`config.mk`:
```
export PLATFORM = sky130hd
export DESIGN_NAME = imem_dmem_port_arbiter
export DESIGN_NICKNAME = d
export VERILOG_FILES = /design/src/rtl/imem_dmem_port_arbiter.sv
export SDC_FILE = /design/constraint.sdc
export NUM_CORES = 1
export LEC_CHECK = 0
export CAP_MARGIN = 5
export CORE_MARGIN = 5
export CORE_UTILIZATION = 36
export CTS_BUF_LIST = sky130_fd_sc_hd__clkbuf_16
export DETAILED_ROUTE_END_ITERATION = 16
export PLACE_DENSITY = 0.89
export SYNTH_ARGS = -nofsm -noshare
export SYNTH_HDL_FRONTEND = slang
export SYNTH_SLANG_ARGS = --single-unit
```
`constraint.sdc`:
```
create_clock -name clk -period 4.06 [get_ports clk]
set_clock_uncertainty 0.05 [all_clocks]
set_input_delay 0.812 -clock clk [delete_from_list [all_inputs] [get_ports clk]]
set_output_delay 0.812 -clock clk [all_outputs]
set_load 0.02 [all_outputs]
```
`src/rtl/imem_dmem_port_arbiter.sv`:
```
// Shares one unified memory port between instruction fetch and data access.
// One transaction in flight; data side wins by default, bounded by a starvation counter.
module imem_dmem_port_arbiter #(
    parameter int unsigned STARVE_LIMIT = 4,
    parameter int unsigned CNT_W        = 3
) (
    input  logic        clk,
    input  logic        rst,
    input  logic [31:0] i_addr,
    input  logic [3:0]  i_rmask,
    input  logic        i_flush,
    output logic [31:0] i_rdata,
    output logic        i_resp,
    input  logic [31:0] d_addr,
    input  logic [3:0]  d_rmask,
    input  logic [3:0]  d_wmask,
    input  logic [31:0] d_wdata,
    output logic [31:0] d_rdata,
    output logic        d_resp,
    output logic [31:0] mem_addr,
    output logic [3:0]  mem_rmask,
    output logic [3:0]  mem_wmask,
    output logic [31:0] mem_wdata,
    input  logic [31:0] mem_rdata,
    input  logic        mem_resp
);

    typedef enum logic [2:0] {
        IDLE,
        I_ISSUE,
        I_WAIT,
        D_ISSUE,
        D_WAIT
    } state_t;

    localparam logic [CNT_W-1:0] LIMIT = CNT_W'(STARVE_LIMIT);

    state_t           state_q, state_d;
    logic [CNT_W-1:0] starve_cnt_q, starve_cnt_d;
    logic             drop_q, drop_d;
    logic [31:0]      mem_addr_q, mem_addr_d;
    logic [3:0]       mem_rmask_q, mem_rmask_d;
    logic [3:0]       mem_wmask_q, mem_wmask_d;
    logic [31:0]      mem_wdata_q, mem_wdata_d;

    logic i_req_ok;
    logic d_req;
    logic i_owner;
    logic d_owner;
    logic grant_i;
    logic grant_d;

    always_comb begin
        // A fetch being redirected this very cycle is not worth granting.
        i_req_ok = (i_rmask != 4'h0) && !i_flush;
        d_req    = ((d_rmask | d_wmask) != 4'h0);
        i_owner  = (state_q == I_ISSUE) || (state_q == I_WAIT);
        d_owner  = (state_q == D_ISSUE) || (state_q == D_WAIT);

        grant_i = 1'b0;
        grant_d = 1'b0;
        if (state_q == IDLE) begin
            if (d_req && !(i_req_ok && (starve_cnt_q >= LIMIT))) begin
                grant_d = 1'b1;
            end else if (i_req_ok) begin
                grant_i = 1'b1;
            end
        end
    end

    always_comb begin
        state_d      = state_q;
        starve_cnt_d = starve_cnt_q;
        drop_d       = drop_q;
        mem_addr_d   = mem_addr_q;
        mem_rmask_d  = 4'h0;
        mem_wmask_d  = 4'h0;
        mem_wdata_d  = mem_wdata_q;

        case (state_q)
            IDLE: begin
                drop_d = 1'b0;
                if (grant_i) begin
                    state_d      = I_ISSUE;
                    mem_addr_d   = i_addr;
                    mem_rmask_d  = i_rmask;
                    mem_wdata_d  = 32'h0;
                    starve_cnt_d = '0;
                end else if (grant_d) begin
                    state_d     = D_ISSUE;
                    mem_addr_d  = d_addr;
                    mem_rmask_d = d_rmask;
                    mem_wmask_d = d_wmask;
                    mem_wdata_d = d_wdata;
                    if (i_req_ok && (starve_cnt_q < LIMIT)) begin
                        starve_cnt_d = starve_cnt_q + CNT_W'(1);
                    end
                end
            end
            I_ISSUE, I_WAIT: begin
                if (mem_resp) begin
                    state_d = IDLE;
                    drop_d  = 1'b0;
                end else begin
                    state_d = I_WAIT;
                    if (i_flush) begin
                        drop_d = 1'b1;
                    end
                end
            end
            D_ISSUE, D_WAIT: begin
                state_d = mem_resp ? IDLE : D_WAIT;
            end
            default: begin
                state_d = IDLE;
            end
        endcase
    end

    always_ff @(posedge clk) begin
        if (rst) begin
            state_q      <= IDLE;
            starve_cnt_q <= '0;
            drop_q       <= 1'b0;
            mem_addr_q   <= 32'h0;
            mem_rmask_q  <= 4'h0;
            mem_wmask_q  <= 4'h0;
            mem_wdata_q  <= 32'h0;
        end else begin
            state_q      <= state_d;
            starve_cnt_q <= starve_cnt_d;
            drop_q       <= drop_d;
            mem_addr_q   <= mem_addr_d;
            mem_rmask_q  <= mem_rmask_d;
            mem_wmask_q  <= mem_wmask_d;
            mem_wdata_q  <= mem_wdata_d;
        end
    end

    // Responses route straight through; a flush in the response cycle still suppresses it.
    assign i_resp  = mem_resp && i_owner && !drop_q && !i_flush;
    assign i_rdata = i_owner ? mem_rdata : 32'h0;
    assign d_resp  = mem_resp && d_owner;
    assign d_rdata = d_owner ? mem_rdata : 32'h0;

    assign mem_addr  = mem_addr_q;
    assign mem_rmask = mem_rmask_q;
    assign mem_wmask = mem_wmask_q;
    assign mem_wdata = mem_wdata_q;

endmodule

```
== After elaboration in Yosys (flattened, before gate mapping) ==
Cells that the tools add are included.

* Bits in registers: 79
* Input port bits: 144
* Output and inout bits: 138
* Word-level logic and storage cells: 69

* Add/subtract/negate cells: 1
* $lt $le $gt $ge: 2
* Eq/ne operators: 6
* Muxes and demuxes: 24
* Bitwise operators: 3
* Reduce and logical (&&, ||, !) cells: 26

{| class="wikitable"
|+ Operators by type and width
! operator !! count
|-
| 32-bit two-way mux || 6
|-
| 3-bit two-way mux || 6
|-
| 3-bit one-hot mux with 3 select lines || 1
|-
| 1-bit logical AND || 8
|-
| 4-bit two-way mux || 2
|-
| 4-bit nonzero test || 2
|-
| 1-bit two-way mux || 7
|-
| 3-bit by 2-bit equality test with 1-bit output, second input constant || 2
|-
| 3-bit != test, second input constant || 2
|-
| 2-bit nonzero test || 3
|-
| 2-bit OR reduction || 3
|-
| 4-bit bitwise OR || 1
|-
| 2-bit AND reduction || 2
|-
| 4-bit OR reduction || 1
|-
| 3-bit by 1-bit adder with 3-bit output, second input constant || 1
|-
| 3-bit by 1-bit equality test with 1-bit output, second input constant || 1
|-
| 3-bit equality test, second input constant || 1
|-
| 3-bit >= comparator, second input constant || 1
|-
| 1-bit zero test || 3
|-
| 3-bit zero test || 1
|-
| 3-bit < comparator, second input constant || 1
|-
| 3-bit AND reduction || 1
|-
| 1-bit logical OR || 2
|-
| 2-bit two-way mux || 1
|-
| 2 further kinds || 3
|}

== Logic depth before layout (Yosys ltp) ==
Gate-level depths: netlist (run 1).

* Word-level depth: 10
* Gate-level depth with buffers: 7
* Mapped depth without buffers: 4

== Least setup slack after synthesis (run 1) ==
Ideal clock, no wire load.

* Kind: in2reg
* From: in i_rmask[0]
* To: reg mem_wdata_q[0], in the netlist mem_wdata[0]
* Library setup time: 0.059 ns
* Arrival: 2.274 ns
* Data required time: 3.951 ns
* Setup slack: 1.677 ns
* Stages: 6
* Buffers on the path: 2
* Cells stage by stage: nor4_4 > a2bb2oi_2 > nor2b_1 > clkbuf_1 > clkbuf_1 > a22o_1

* Word-level cells in the longest chain between the ends: 9
* Elaborated cells on any way between the ends: 13
* Those cells by class: mux: 6; reduce/logical: 7

{| class="wikitable"
|+ Ends and longest elaborated chain
! what !! RTL line !! text
|-
| start, declared || 10 || <nowiki>input logic [3:0] i_rmask,</nowiki>
|-
| 4-bit nonzero test (*) || 55 || <nowiki>i_req_ok = (i_rmask != 4'h0) && !i_flush;</nowiki>
|-
| 1-bit logical AND (*) || 55 ||
|-
| 1-bit logical AND || 63 || <nowiki>if (d_req && !(i_req_ok && (starve_cnt_q >= LIMIT))) begin</nowiki>
|-
| 1-bit zero test || 63 ||
|-
| 1-bit logical AND || 63 ||
|-
| 1-bit two-way mux || 63 ||
|-
| 1-bit two-way mux || 62 || <nowiki>if (state_q == IDLE) begin</nowiki>
|-
| 2-bit nonzero test (no line) || -- ||
|-
| 2-bit AND reduction (no line) || -- ||
|-
| end signal, assigned || 136 || <nowiki>mem_wdata_q <= mem_wdata_d;</nowiki>
|-
| end, declared || 44 || <nowiki>logic [31:0] mem_wdata_q, mem_wdata_d;</nowiki>
|}

Every way passes the cells marked *; elsewhere a longest branch is shown, timed or not.
A chain may end at the register's enable or synchronous reset.

== Worst setup path after layout (run 1) ==
* From: reg state_q[0]
* To: out i_rdata[26]

* Word-level cells in the longest chain between the ends: 3
* Elaborated cells on any way between the ends: 4
* Those cells by class: eq/ne: 2; mux: 1; reduce/logical: 1

{| class="wikitable"
|+ Ends and longest elaborated chain
! what !! RTL line !! text
|-
| start, declared || 38 || <nowiki>state_t state_q, state_d;</nowiki>
|-
| start signal, assigned || 130 || <nowiki>state_q <= state_d;</nowiki>
|-
| 3-bit by 1-bit equality test with 1-bit output / 3-bit by 2-bit equality test with 1-bit output (equally long branches) || 57 || <nowiki>i_owner = (state_q == I_ISSUE) || (state_q == I_WAIT);</nowiki>
|-
| 1-bit logical OR (*) || 57 ||
|-
| 32-bit two-way mux (*) || 142 || <nowiki>assign i_rdata = i_owner ? mem_rdata : 32'h0;</nowiki>
|-
| end, declared || 12 || <nowiki>output logic [31:0] i_rdata,</nowiki>
|}

Marks and branches as above.

==> run summary, run 1 <==
status - finished, final reports clean
Final setup viols - 0
Gates resized, CTS repair - 0
final wirelength - 15100 um
static leakage - 2.44 nW
clock sink total - 79
Mapped Cells - 409
FMAX - 0.292 GHz
Cell Area, Synth - 3610 um^2
layout cell share with drive strength beyond 1 - 5.64%
Peak VDD IR - 189 uV
DRT Pass-1 Iters - 5
clock root buffer - clkbuf_16
# diodes - 0
Placeable Area - 9770 um^2
fin crit period - 3.43 ns
Syn-to-layout area delta - 87.8%
flops & latches, synth - 79
worst slack at placement - 0.684 ns
vias in the first global route - 4424
htree depth - 3
critical path type - flip-flop to primary output
sequential share of the synthesized area - 43.8%
Clk Latency, worst-skew pair - 0.33 ns
Overflow after GRT - 0
Inserted Clock Buffers - 9
Slew headroom - 31.1%
Clock Tree Buf Depth - 2
power per cell area - 422 nW/um^2
io pins - 282
syn nets - 554
Async SR Flop Fraction - 0%
Final Hold Fails - 0
initial DRC count - 259
Max-Cap Viols - 0
CTS tree - built
placer congestion estimate - 0.803
Worst EP required - 3.20 ns
DRC violations left - 0
buffers added on ports - 281
Initial Util - 37.0%
EDFF count, synth - 0
Vias - 4384
drt via density - 5.43
YS warnings - 0
initial antenna violation count - 0
overall routing resource usage - 23.3%
Hold Buf Count CTS - 0
synth unique cells - 34
Layout Nets - 814
worst slew pin tran - 1.03 ns
fin worst setup slack - 0.635 ns
per-cell routed wire length - 18.7 um
Final ANT Viol Nets - 0
Hold Crit Class - flip-flop to flip-flop
RSZ-0062 raised after global routing - false
Arr. time, crit path - 2.56 ns
fin. max-slew vios - 0
element type at the critical path end - primary output
critical path fanouts, max - 22
Clock transition at path regs - 0.06 ns
CP startpoint kind - flip-flop
die height - 110 um
HPWL after DPL - 11600 um
DIE WIDTH - 110 um
total power - 2.86 mW
pin count of the biggest net entering global routing - 46
die area - 12100 um^2
average size of a mapped cell - 8.83 um^2
top_reg_cell synth - dfxtp_1
row count - 36
first-pass GRT wire length - 22000 um
fin crit share - 84.4%
Post-CTS Setup Inserts - 0
TNS Setup - 0 ns
[Yosys cell counts, types with 2 or more instances]
master | n | area share (%)
a21oi_1 | 41 | 5.7
a22o_1 | 28 | 6.8
a311oi_1 | 32 | 7.8
a32oi_1 | 4 | 0.97
and2_1 | 70 | 12
buf_2 | 6 | 0.83
clkbuf_1 | 35 | 3.6
dfxtp_1 | 79 | 44
nand2_1 | 5 | 0.52
nand2b_1 | 3 | 0.52
nand3_1 | 37 | 5.1
nor2_1 | 6 | 0.62
nor3_1 | 3 | 0.42
nor4_2 | 2 | 0.69
o21ai_0 | 37 | 5.1
or3_1 | 3 | 0.52
[path summary, 6_finish.rpt]
kind / depth (start not counted) / from / end / slack [ns]
worst max-delay path: 5 / state_q[0] / i_rdata[26] / 0.63
worst min-delay path: 2 / starve_cnt_q[1] / starve_cnt_q[1] / 0.42
worst max register to register: 4 / state_q[0] / starve_cnt_q[2] / 1.42
worst min register to register: 2 / starve_cnt_q[1] / starve_cnt_q[1] / 0.42
[layout make-up]
cell class	instances	area (um^2)
clock buffer	9	225
clock inverter	7	53.8
fill	736	2990
multi-input combinational	287	1870
sequential	79	1580
tap	133	166
timing repair buffer	292	2890
[where the power goes]
group          leakage [nW]  internal (mW)  switching, mW
registers             0.654          0.889         0.0666
clock network         0.129          0.419          0.324
logic                  1.66          0.574          0.588
total                  2.44           1.88          0.979
[registers in the layout, summed over array words and instances (netlist names)]
register	cells
state_q	3
mem_wdata	32
drop_q	1
mem_addr	32
starve_cnt_q	3
mem_rmask	4
mem_wmask	4
[kinds of logic after synthesis]
family / after synthesis / share of synthesized area (%)
buffers and inverters: 43 / 4.88
AND/OR/NAND/NOR: 136 / 22.7
adder cells (fa/ha/maj): 1 / 0.346
XOR/XNOR: 1 / 0.243
AO/OA/AOI/OAI: 149 / 28.1
flip-flops: 79 / 43.8
[layout by cell type (no fill, tap or decap), types with 4 or more instances in the layout]
| cell type | count |
|---|---|
| a21oi_1 | 40 |
| a32oi_1 | 4 |
| nand2_1 | 5 |
| clkdlybuf4s50_1 | 280 |
| buf_4 | 11 |
| a22o_1 | 28 |
| nor2_1 | 5 |
| nand3_1 | 37 |
| o21ai_0 | 36 |
| a311oi_1 | 32 |
| dfxtp_1 | 79 |
| clkbuf_16 | 9 |
| and2_1 | 70 |
[per-layer routing]
metal | vias up | part of all wire [%] | GRT usage, %
li1 | 2038 | - | -
met1 | 2044 | 34 | 24.3
met2 | 259 | 52 | 42.6
met3 | 43 | 9.8 | 6.93
met4 | 0 | 3.4 | 10.7
met5 | - | 0 | 0
[worst max-delay path: stages (launching register included)]
cell	delay, ns
dfxtp_1	0.41
xnor2_1	0.11
nor2_1	0.55
buf_4	0.33
and2_1	0.20
clkdlybuf4s50_1	0.63
[per-stage QoR]
| step | instances | hold WS, ns | instance area (um^2) | utilization (%) |
|---|---|---|---|---|
| floorplan | 409 | 0.390 | 3610 | - |
| global placement | 791 | 0.399 | 6510 | 66.6 |
| detailed placement | 791 | 0.403 | 6510 | 66.6 |
| CTS | 807 | 0.420 | 6790 | 69.4 |
| global route | 807 | 0.445 | 6790 | 69.4 |
| finish | 807 | 0.417 | 6790 | 69.4 |
No activity file was read; power rests on OpenSTA's default activity.
==> run 2: changes to the inputs <==
--- a/config.mk
+++ b/config.mk
@@ -7,10 +7,10 @@
 export LEC_CHECK = 0
 export CAP_MARGIN = 5
 export CORE_MARGIN = 5
-export CORE_UTILIZATION = 36
+export CORE_UTILIZATION = 30
 export CTS_BUF_LIST = sky130_fd_sc_hd__clkbuf_16
 export DETAILED_ROUTE_END_ITERATION = 16
-export PLACE_DENSITY = 0.89
+export PLACE_DENSITY = 0.8
 export SYNTH_ARGS = -nofsm -noshare
 export SYNTH_HDL_FRONTEND = slang
 export SYNTH_SLANG_ARGS = --single-unit
==> constraint.sdc (replaced) <==
create_clock -name clk -period 3 [get_ports clk]
set_clock_uncertainty 0.05 [all_clocks]
set_input_delay 0.6 -clock clk [delete_from_list [all_inputs] [get_ports clk]]
set_output_delay 0.6 -clock clk [all_outputs]
set_load 0.02 [all_outputs]
==> run summary, run 2 (synthesis gave the netlist of run 1 again) <==
status - finished, final reports clean (unchanged)
per-cell routed wire length - 18.3 um (was 18.7 um)
fin. max-slew vios - 0 (unchanged)
Slew headroom - 52.1% (was 31.1%)
Final setup viols - 0 (unchanged)
Hold Buf Count CTS - 0 (unchanged)
clock sink total - 79 (unchanged)
clock share of power - 26.7% (was 26.0%)
fin crit share - 92.3%
Clk Latency, worst-skew pair - 0.33 ns (about the same)
CTS tree - built (unchanged)
TNS Setup - 0 ns (unchanged)
Arr. time, crit path - 2.12 ns (was 2.56 ns)
Final ANT Viol Nets - 0 (unchanged)
worst hold stages - 2 (unchanged)
DRT Pass-1 Iters - 7 (was 5)
io pins - 282 (unchanged)
CP startpoint kind - flip-flop (unchanged)
worst slew pin tran - 0.713 ns (was 1.03 ns)
Placeable Area - 11900 um^2 (was 9770 um^2)
Peak VDD IR - 253 uV (was 189 uV)
buffers added on ports - 281 (unchanged)
Max-Cap Viols - 0 (unchanged)
power per cell area - 571 nW/um^2 (was 422 nW/um^2)
Clock Tree Buf Depth - 2 (unchanged)
Final Hold Fails - 0 (unchanged)
initial DRC count - 411 (was 259)
row count - 40 (was 36)
element type at the critical path end - primary output (unchanged)
pin count of the biggest net entering global routing - 45 (was 46)
fin worst setup slack - 0.232 ns (was 0.635 ns)
fraction of power consumed by combinational cells - 40.4% (was 40.6%)
worst hold path startpoint - starve_cnt_q[1] (unchanged)
Layout Nets - 819 (was 814)
placer congestion estimate - 0.835 (was 0.803)
static leakage - 2.48 nW (was 2.44 nW)
Sw Pwr - 1.35 mW (was 0.979 mW)
HPWL after DPL - 11500 um (was 11600 um)
sw frac - 34.4% (was 34.2%)
Inserted Clock Buffers - 9 (unchanged)
CP startpoint - state_q[0] (unchanged)
die height - 120 um (was 110 um)
Post-CTS Setup Inserts - 0 (unchanged)
cells on worst reg2reg path - 5 (was 4)
RSZ-0062 raised after global routing - false (unchanged)
FMAX - 0.361 GHz
Initial Util - 30.3% (was 37.0%)
first-pass GRT wire length - 22800 um (was 22000 um)
critical path fanouts, max - 35 (was 22)
clock root buffer - clkbuf_16 (unchanged)
Hold Crit Class - flip-flop to flip-flop (unchanged)
drt via density - 5.23 (was 5.43)
Overflow after GRT - 0 (unchanged)
final wirelength - 15100 um (about the same)
most frequent cells in the layout - clkdlybuf4s50_1 (280), dfxtp_1 (79), and2_1 (70) (unchanged)
Worst EP required - 2.35 ns (was 3.20 ns)
Reg2Reg Launch Point - state_q[0] (unchanged)
worst slack at placement - 0.131 ns (was 0.684 ns)
overall routing resource usage - 19.6% (was 23.3%)
die area - 14300 um^2 (was 12100 um^2)
initial antenna violation count - 1 (was 0)
vias in the first global route - 4445 (was 4424)
power share of the sequential group - 32.9% (was 33.4%)
DIE WIDTH - 120 um (was 110 um)
Vias - 4323 (was 4384)
layout cell share with drive strength beyond 1 - 6.33% (was 5.64%)
final non-filler cell total - 827 (was 807)
htree depth - 3 (unchanged)
fin crit period - 2.77 ns
Post-Place Cells - 810 (was 791)
commonest non-fill, non-tap cell in the layout - clkdlybuf4s50_1 (unchanged)
critical path type - flip-flop to primary output (unchanged)
total power - 3.92 mW (was 2.86 mW)
Gates resized, CTS repair - 0 (unchanged)
Clock transition at path regs - 0.07 ns (was 0.06 ns)
Syn-to-layout area delta - 90.0% (was 87.8%)
DRC violations left - 0 (unchanged)
Power Internal - 2.57 mW (was 1.88 mW)
Post-Route Utilization - 57.6% (was 69.4%)
## run 2: cell count changes in the layout (fill, tap and decap cells not counted)
cell,previous run,this run
diode_2,0,1
buf_12,0,1
inv_6,3,4
clkinv_4,0,1
clkinv_2,1,0
buf_4,11,15
inv_8,0,1
clkinvlp_4,3,1
## run 2: per-stage QoR
stage | hold WS [ns] | area (um^2)
after detailed placement | 0.403 | 6570
after floorplan | 0.390 | 3610
after global placement | 0.396 | 6570
final | 0.411 | 6860
after CTS | 0.412 | 6860
after global routing | 0.447 | 6860
## run 2: final timing paths
| kind | slack [ns] | endpoint |
|---|---|---|
| max | 0.23 | i_resp |
| min | 0.41 | starve_cnt_q[1] |
| max reg2reg | 0.66 | starve_cnt_q[2] |
| min reg2reg | 0.41 | starve_cnt_q[1] |
## run 2: worst max-delay path, stage by stage (launching register included)
cell and delay [ns]:
dfxtp_1 0.42, xnor2_1 0.11, nor2_1 0.10, buf_4 0.28
nand2_1 0.08, nor3_1 0.14, clkdlybuf4s50_1 0.66
## run 2: layer usage
layer	share of wire (%)	global-route usage [%]	routed length, um	up-vias
li1	-	-	-	2047
met2	51	35.4	7720	220
met1	38	21.6	5740	2038
met5	0	0	0	-
met3	9.2	6.97	1400	18
met4	1.7	5.80	262	0
## run 2: power groups by stage
stage                     Sequential (mW)  Clock [mW]  Combinational (mW)
after floorplan                      1.47           0               0.594
after global placement               1.30           0                1.57
after detailed placement             1.31           0                1.59
after CTS                            1.29        1.08                1.60
after global routing                 1.30        1.12                1.68
final                                1.29        1.05                1.58
## run 2: cell type report
| class | count | area [um^2] |
|---|---|---|
| flip-flops and latches | 79 | 1580 |
| clock inverters | 7 | 62.6 |
| well taps | 147 | 184 |
| repair buffers | 297 | 2940 |
| multi-input cells | 287 | 1870 |
| clock buffers | 9 | 225 |
| fillers | 1012 | 5050 |
| diodes | 1 | 2.50 |
==> run 3: changes to the inputs <==
--- a/config.mk
+++ b/config.mk
@@ -6,7 +6,7 @@
 export NUM_CORES = 1
 export LEC_CHECK = 0
 export CAP_MARGIN = 5
-export CORE_MARGIN = 5
+export CORE_MARGIN = 10
 export CORE_UTILIZATION = 30
 export CTS_BUF_LIST = sky130_fd_sc_hd__clkbuf_16
 export DETAILED_ROUTE_END_ITERATION = 16
==> constraint.sdc (replaced) <==
create_clock -name clk -period 2.2 [get_ports clk]
set_clock_uncertainty 0.05 [all_clocks]
set_input_delay 0.44 -clock clk [delete_from_list [all_inputs] [get_ports clk]]
set_output_delay 0.44 -clock clk [all_outputs]
set_load 0.02 [all_outputs]
==> run summary, run 3 (synthesis gave the netlist of run 1 again) <==
row count - 40 (unchanged)
Post-Place Cells - 822 (was 810)
Clock transition at path regs - 0.06 ns (was 0.07 ns)
Slew headroom - 47.5% (was 52.1%)
fin crit period - 2.16 ns
critical path type - flip-flop to flip-flop (was flip-flop to primary output)
Clk Latency, worst-skew pair - 0.33 ns (about the same)
pin count of the biggest net entering global routing - 38 (was 45)
vias in the first global route - 4557 (was 4445)
CP startpoint kind - flip-flop (unchanged)
Finished Cell Area - 7120 um^2 (was 6860 um^2)
static leakage - 2.69 nW (was 2.48 nW)
final wirelength - 17900 um (was 15100 um)
fin. max-slew vios - 0 (unchanged)
CTS tree - built (unchanged)
clock sink total - 79 (unchanged)
CP bufs+invs - 2 (unchanged)
CP most frequent cell - or3_4
Vias - 4410 (was 4323)
fraction of power consumed by combinational cells - 41.6% (was 40.4%)
final non-filler cell total - 848 (was 827)
Hold Crit Class - flip-flop to flip-flop (unchanged)
Final Hold Fails - 0 (unchanged)
hold_ws - 0.410 ns (was 0.411 ns)
initial antenna violation count - 0 (was 1)
layout cell share with drive strength beyond 1 - 19.4% (was 6.33%)
TNS Setup - 0 ns (unchanged)
HPWL after DPL - 13500 um (was 11500 um)
die height - 130 um (was 120 um)
Hold Buf Count CTS - 0 (unchanged)
status - finished, final reports clean (unchanged)
placer congestion estimate - 0.853 (was 0.835)
Placed Area - 6740 um^2 (was 6570 um^2)
io pins - 282 (unchanged)
Arr. time, crit path - 2.38 ns (was 2.12 ns)
per-cell routed wire length - 21.1 um (was 18.3 um)
first-pass GRT wire length - 25300 um (was 22800 um)
htree depth - 3 (unchanged)
Worst path top cell family by delay - simple AND/OR/NAND/NOR gates (was buffers and inverters)
Overflow after GRT - 0 (unchanged)
Sw Pwr - 1.90 mW (was 1.35 mW)
Clock Tree Buf Depth - 2 (unchanged)
initial DRC count - 309 (was 411)
most frequent cells in the layout - clkdlybuf4s50_1 (214), dfxtp_1 (76), and2_1 (70) (was clkdlybuf4s50_1 (280), dfxtp_1 (79), and2_1 (70))
crit-path cells - buf_4 -> or3_4 -> or3_4 -> buf_12 -> or4b_4 -> a21oi_2 (was xnor2_1 -> nor2_1 -> buf_4 -> nand2_1 -> nor3_1 -> clkdlybuf4s50_1)
Peak VDD IR - 403 uV (was 253 uV)
buffers added on ports - 281 (unchanged)
critical path fanouts, max - 13 (was 35)
Final ANT Viol Nets - 0 (unchanged)
Max-Cap Viols - 0 (unchanged)
Initial Util - 30.3% (unchanged)
Worst EP required - 2.42 ns (was 2.35 ns)
clock share of power - 25.8% (was 26.7%)
Layout Nets - 841 (was 819)
overall routing resource usage - 19.0% (was 19.6%)
Final setup viols - 0 (unchanged)
commonest non-fill, non-tap cell in the layout - clkdlybuf4s50_1 (unchanged)
power share of the sequential group - 32.6% (was 32.9%)
DRC violations left - 0 (unchanged)
Post-Route Utilization - 59.8% (was 57.6%)
CP max stage cell - or4b_4 (was clkdlybuf4s50_1)
die area - 16800 um^2 (was 14300 um^2)
element type at the critical path end - flip-flop (was primary output)
drt via density - 5.20 (was 5.23)
Syn-to-layout area delta - 97.2% (was 90.0%)
Power Internal - 3.51 mW (was 2.57 mW)
DIE WIDTH - 130 um (was 120 um)
worst slew pin tran - 0.785 ns (was 0.713 ns)
# diodes - 0 (was 1)
RSZ-0062 raised after global routing - true (was false)
Placeable Area - 11900 um^2 (unchanged)
clock root buffer - clkbuf_16 (unchanged)
fin crit share - 98.3%
CP peak stage delay - 0.48 ns (was 0.66 ns)
Inserted Clock Buffers - 9 (unchanged)
DRT Pass-1 Iters - 4 (was 7)
power per cell area - 760 nW/um^2 (was 571 nW/um^2)
sw frac - 35.1% (was 34.4%)
FMAX - 0.462 GHz
run 3: per-stage QoR:
step                worst slack [ns]  power [mW]
detailed placement            -0.616        4.05
global placement              -0.495        4.00
global route                 -0.0161        5.67
CTS                          -0.0298        5.42
finish                        0.0369        5.41
floorplan                      0.180        2.82
run 3: repair_timing:
item | 4_1_cts | 5_1_grt
resized for setup | 180 | 49
cloned | 0 | 5
endpoints found under the setup margin | 100 | 92
pin swaps | 0 | 6
buffers inserted | 0 | 5
run 3: worst paths after layout:
| path | from | to | slack (ns) | cells after the start |
|---|---|---|---|---|
| setup / recovery | state_q[1] | starve_cnt_q[2] | 0.04 | 6 |
| hold / removal | starve_cnt_q[1] | starve_cnt_q[1] | 0.41 | 2 |
| setup reg to reg | state_q[1] | starve_cnt_q[2] | 0.04 | 6 |
| hold reg to reg | starve_cnt_q[1] | starve_cnt_q[1] | 0.41 | 2 |
run 3: per-layer routing:
layer / wire (um) / GRT usage [%] / vias up
met3: 1760 / 6.94 / 27
met2: 9230 / 33.7 / 219
li1: - / - / 2090
met1: 6460 / 20.2 / 2074
met4: 419 / 7.21 / 0
met5: 0 / 0 / -
run 3: worst min-delay path, cell delays in order, from the launching register on:
cell,delay [ns]
dfxtp_1,0.31
nand2_1,0.05
a21oi_1,0.05
run 3: area by class of cell:
cell class / instances / area, um^2
fillers: 1036 / 4790
repair buffers: 319 / 3130
multi-input cells: 287 / 1940
flip-flops and latches: 79 / 1590
clock buffers: 9 / 225
well taps: 147 / 184
clock inverters: 7 / 56.3
run 3: power by group through the flow:
stage / clock network, mW / logic, mW / registers [mW]
after detailed placement: 0 / 2.26 / 1.79
after floorplan: 0 / 0.809 / 2.01
after global routing: 1.49 / 2.39 / 1.79
final: 1.40 / 2.25 / 1.77
after global placement: 0 / 2.23 / 1.78
after CTS: 1.43 / 2.22 / 1.76
